==> src/rtl/demux_route_scheduler.sv <==
// Round-robin burst scheduler that routes a 1-bit source stream to one of eight destinations.
// Optional stalled-grant watchdog is enabled by defining DEMUX_SCHED_TIMEOUT_EN.
module demux_route_scheduler #(
  parameter int BURST_LEN = 4,
  parameter int TIMEOUT   = 8
) (
  input  logic       clk,
  input  logic       rst,
  input  logic [7:0] req,
  input  logic [7:0] dst_ready,
  input  logic       in_valid,
  input  logic       in_data,
  output logic       in_ready,
  output logic [2:0] sel,
  output logic [7:0] grant,
  output logic [7:0] y,
  output logic [7:0] y_valid,
  output logic       busy,
  output logic       burst_done,
  output logic       timeout
);

  typedef enum logic {
    IDLE = 1'b0,
    XFER = 1'b1
  } state_t;

  state_t     state;
  state_t     next_state;
  logic [2:0] last_sel;
  logic [2:0] winner;
  logic [3:0] beat_cnt;
  logic [4:0] beat_cnt_inc;
  logic [7:0] y_next;
  logic [7:0] y_valid_next;
  logic       accept;
  logic       last_beat;
  logic       load_grant;
  logic       release_grant;
  logic       stall_expire;

  if (BURST_LEN < 1 || BURST_LEN > 16 || TIMEOUT < 1 || TIMEOUT > 255) begin : g_param_check
    $error("demux_route_scheduler: BURST_LEN or TIMEOUT out of range");
  end

  assign in_ready     = (state == XFER) & dst_ready[sel] & req[sel];
  assign accept       = in_valid & in_ready;
  assign busy         = (state == XFER);
  assign beat_cnt_inc = {1'b0, beat_cnt} + 5'd1;
  assign last_beat    = (beat_cnt_inc == 5'(BURST_LEN));

  // Scan downward so the nearest requester after last_sel is written last and wins.
  always_comb begin
    winner = last_sel;
    for (int i = 8; i >= 1; i--) begin
      if (req[last_sel + 3'(i)]) begin
        winner = last_sel + 3'(i);
      end
    end
  end

  always_ff @(posedge clk) begin
    if (rst) begin
      state <= IDLE;
    end else begin
      state <= next_state;
    end
  end

  always_comb begin
    next_state    = state;
    load_grant    = 1'b0;
    release_grant = 1'b0;
    case (state)
      IDLE: begin
        if (req != 8'd0) begin
          next_state = XFER;
          load_grant = 1'b1;
        end
      end
      XFER: begin
        if (!req[sel] || stall_expire || (accept && last_beat)) begin
          next_state    = IDLE;
          release_grant = 1'b1;
        end
      end
      default: next_state = IDLE;
    endcase
  end

  always_comb begin
    y_next       = 8'd0;
    y_valid_next = 8'd0;
    if (accept) begin
      y_next[sel]       = in_data;
      y_valid_next[sel] = 1'b1;
    end
  end

  // Releasing always drops the grant, so the following cycle is an IDLE cycle.
  always_ff @(posedge clk) begin
    if (rst) begin
      sel        <= 3'd0;
      grant      <= 8'd0;
      last_sel   <= 3'd7;
      beat_cnt   <= 4'd0;
      y          <= 8'd0;
      y_valid    <= 8'd0;
      burst_done <= 1'b0;
    end else begin
      y          <= y_next;
      y_valid    <= y_valid_next;
      burst_done <= release_grant;
      if (load_grant) begin
        sel      <= winner;
        grant    <= 8'd1 << winner;
        beat_cnt <= 4'd0;
      end else if (release_grant) begin
        grant    <= 8'd0;
        last_sel <= sel;
        beat_cnt <= 4'd0;
      end else if (accept) begin
        beat_cnt <= beat_cnt + 4'd1;
      end
    end
  end

`ifdef DEMUX_SCHED_TIMEOUT_EN
  logic [7:0] stall_cnt;
  logic       stall;
  logic       timeout_q;

  assign stall        = (state == XFER) & in_valid & req[sel] & ~dst_ready[sel];
  assign stall_expire = stall & (({1'b0, stall_cnt} + 9'd1) >= 9'(TIMEOUT));

  // Only an unbroken run of stalled cycles counts toward revocation.
  always_ff @(posedge clk) begin
    if (rst) begin
      stall_cnt <= 8'd0;
      timeout_q <= 1'b0;
    end else begin
      timeout_q <= stall_expire;
      if (stall && !stall_expire) begin
        stall_cnt <= stall_cnt + 8'd1;
      end else begin
        stall_cnt <= 8'd0;
      end
    end
  end

  assign timeout = timeout_q;
`else
  assign stall_expire = 1'b0;
  assign timeout      = 1'b0;
`endif

endmodule
==> config.mk <==
export PLATFORM = sky130hd
export DESIGN_NAME = demux_route_scheduler
export DESIGN_NICKNAME = d
export VERILOG_FILES = /design/src/rtl/demux_route_scheduler.sv
export SDC_FILE = /design/constraint.sdc
export NUM_CORES = 1
export LEC_CHECK = 0
export ABC_AREA = 1
export BUFFER_PORTS_ARGS = -buffer_cell sky130_fd_sc_hd__buf_2
export CAP_MARGIN = 20
export CORE_UTILIZATION = 48
export DETAILED_ROUTE_END_ITERATION = 10
export PLACE_DENSITY = 0.76
export SYNTH_ARGS = -nofsm -noshare
export SYNTH_HDL_FRONTEND = slang
export SYNTH_SLANG_ARGS = --single-unit
==> constraint.sdc <==
create_clock -name clk -period 1.9 [get_ports clk]
set_input_delay 0.19 -clock clk [delete_from_list [all_inputs] [get_ports clk]]
set_output_delay 0.19 -clock clk [all_outputs]
set_load 0.01 [all_outputs]
==> flow_metrics.py <==
metrics = {
    "synth": {
        "yosysWarnings": 0,
        "ys_seq_area_share_pct": 35.3,
        "synth_common_cells": "nand2_1 (97), nand3_1 (57), dfxtp_1 (36)",
        "synthCells": 304,
        "synth_area_leaders": "dfxtp_1 (35%), nand2_1 (18%), nand3_1 (14%)",
        "postSynth.asyncResetShare_pct": 0,
        "synth_cell_type_count": 31,
        "ys.flop_type": "dfxtp_1",
        "synth.top_cell.area_share_pct": 35.3,
        "synth.most_common_cell": "nand2_1",
        "syn_area_per_cell_um2": 6.72,
        "synth_area_leader_cell": "dfxtp_1",
        "synth.net_count": 328,
        "netlist_area_mm2": 0.00204,
        "synth_edf_count": 0,
        "synth-seq-cells": 36,
    },
    "clock_network": {
        "hold_buffers": 0,
        "cts_tree": "yes",
        "htree_levels": 2,
        "clock_sinks": 36,
        "clkTransAtPathRegs_ns": 0.07,
        "clkLatencyLatePin_ns": 0.29,
        "cts.root.buffer_cell": "clkbuf_8",
        "cts_buffer_depth": 2,
        "numCtsBuffers": 5,
    },
    "power_and_ir_drop": {
        "intPower_uw": 2750,
        "sw_frac_of_total_pct": 49.0,
        "p_switching_uw": 2640,
        "finalPower_uw": 5390,
        "clock_power_share_pct": 10.1,
        "power_density_mw_per_mm2": 1910,
        "combPwrFrac_pct": 71.2,
        "pwr-share-seq_pct": 18.7,
        "p_leak_uw": 0.00145,
        "ir_drop_mv": 1.35,
    },
    "worst_setup_path": {
        "cp-end-kind": "register",
        "slowest_stage": "dfxtp_2",
        "critical-path-max-stage-delay_ns": 0.36,
        "crit_arrival_ns": 2.15,
        "cp-start-kind": "register",
        "cp_max_fo": 6,
        "cp_cell_sequence": "inv_2 -> ha_4 -> inv_6 -> nand3_2 -> nand3_1 -> nand2_2 -> buf_4 -> a21oi_1 -> nand2_2 -> a21oi_4 -> nor2_4 -> nand2_1 -> nand2_1",
        "cp.required_ns": 2.08,
        "crit_type": "register to register",
    },
    "status": {
        "violations": "negative setup slack",
        "status": "finished, violations left",
    },
    "sta": {
        "slew_headroom_pct": 66.5,
        "rsz0062_at_grt": "true",
        "fin_worst_skew_ns": 0.00334,
        "fin_ws_ns": -0.0650,
        "setup_viol": 10,
        "finalCritPeriodShare_pct": 103,
        "hold_viol_final": 0,
        "min_period_ns": 1.96,
        "tightest_slew_ns": 0.501,
        "max_clock_freq_mhz": 509,
        "final_max_slew_viol_count": 0,
    },
    "floorplan": {
        "core_area_mm2": 0.00403,
        "start_util_pct": 50.7,
        "die_x_um": 67.2,
        "die_h_um": 67.2,
        "ios": 51,
        "num_rows": 23,
        "dieArea_mm2": 0.00452,
    },
    "drt": {
        "drt-pass1-iter-count": 4,
        "vias_per_cell": 5.34,
        "wire_per_inst_um": 12.7,
        "num_vias": 2307,
        "detail-route-antenna-nets": 0,
        "drt_iter0_drc": 182,
        "routed_wirelength_mm": 5.49,
        "drc": 0,
    },
    "flow_run": {
        "max_cap_violations": 0,
    },
    "global_route": {
        "grt_pass1_wl_mm": 8.85,
        "grt_max_degree": 17,
        "grt_overflow": 0,
        "grt_usage_pct": 25.7,
        "grt_pass1_vias": 2059,
        "met3_usage_pct": 5.74,
        "top_usage_layer": "met2",
        "met2_usage_pct": 40.4,
        "gr-usage-met1_pct": 33.3,
        "grt_antenna_before_repair": 0,
    },
    "layout": {
        "fin_nets": 405,
        "final_cells": 432,
        "n_fill_cell": 354,
        "diodes": 0,
        "fin_area_mm2": 0.00282,
        "drive_gt1_share_pct": 37.2,
        "final-seq-area_um2": 729,
        "area_delta_synth_final_pct": 38.1,
        "multi_input_area_mm2": 0.00135,
        "fin_util_pct": 70.0,
    },
    "worst_hold_path": {
        "holdCritPathClass": "input port to register",
    },
    "placement": {
        "gp_congestion": 0.929,
        "portBuffers": 49,
        "placed_area_mm2": 0.00250,
        "dpl.cell_count": 421,
        "dp_hpwl_mm": 3.89,
    },
}
[critical path, delay by kind of cell (launching register included)]
| family | cells | cell delay [ns] |
|---|---|---|
| buf+inv | 3 | 0.29 |
| simple gates | 7 | 0.61 |
| compound gates | 2 | 0.33 |
| flops | 1 | 0.36 |
| fa+ha+maj | 1 | 0.28 |
[layer usage]
metal	wire (µm)	share of wire, %
met5	0	0
met4	136	2.5
met3	458	8.3
met2	2550	46
met1	2340	43
[sequential cells by signal, summed over array words and instances (netlist names)]
register    cells
grant           8
y               8
y_valid         8
beat_cnt        4
last_sel        3
sel             3
burst_done      1
busy            1
[per-stage QoR]
| stage | TNS (ns) | hold WS [ns] | setup slack (ns) |
|---|---|---|---|
| floorplan | 0 | 0.262 | 0.0160 |
| global placement | -0.692 | 0.429 | -0.117 |
| detailed placement | -1.31 | 0.434 | -0.178 |
| CTS | -0.0371 | 0.125 | -0.0151 |
| global route | -2.54 | 0.173 | -0.222 |
| finish | -0.555 | 0.151 | -0.0650 |
[power groups by stage]
stage / Clock, µW / Combinational, µW / Sequential [µW]
after global placement: 0 / 2970 / 998
final: 544 / 3840 / 1010
after detailed placement: 0 / 2980 / 1000
after global routing: 590 / 4240 / 1030
after CTS: 551 / 3230 / 998
after floorplan: 0 / 2030 / 1030
[final timing paths]
path,from,to,slack [ns],depth (start not counted)
worst max-delay path,last_sel[0],grant[2],-0.06,13
worst min-delay path,rst,burst_done,0.15,2
worst max register to register,last_sel[0],grant[2],-0.06,13
worst min register to register,grant[7],grant[7],0.47,2
[area by class of cell]
| class | count | share of cell area [%] |
|---|---|---|
| multi-input cells | 233 | 47.8 |
| flip-flops and latches | 36 | 25.9 |
| repair buffers | 79 | 17.1 |
| inverters | 26 | 3.73 |
| clock buffers | 8 | 3.20 |
| well taps | 50 | 2.22 |
[cell families after synthesis]
logic type	Yosys count	synth area share, %
buf+inv	35	8.82
simple gates	194	41.9
fa+ha+maj	4	2.45
other cells	1	0.184
flops	36	35.3
compound gates	28	8.09
xor+xnor	6	3.31
[timing repair]
| item | 4_1_cts | 5_1_grt |
|---|---|---|
| endpoints found under the hold margin | 0 | 0 |
| resized for setup | 21 | 34 |
| endpoints found under the setup margin | 11 | 35 |
| pin swaps | 8 | 8 |
| setup buffers | 1 | 2 |
[cell usage in the layout (no fill, tap or decap), drive strengths merged, types with 2 or more instances in the layout]
cell,netlist,layout
nand3,57,57
nor2,24,24
nor3,9,9
inv,25,25
o21ai,6,6
nand2,100,100
xnor2,2,2
a21oi,17,17
nand4,3,3
buf,9,79
dfxtp,36,36
ha,4,4
clkbuf,0,8
o22ai,2,2
xor2,4,4
Power figures use the tool's default switching activity.
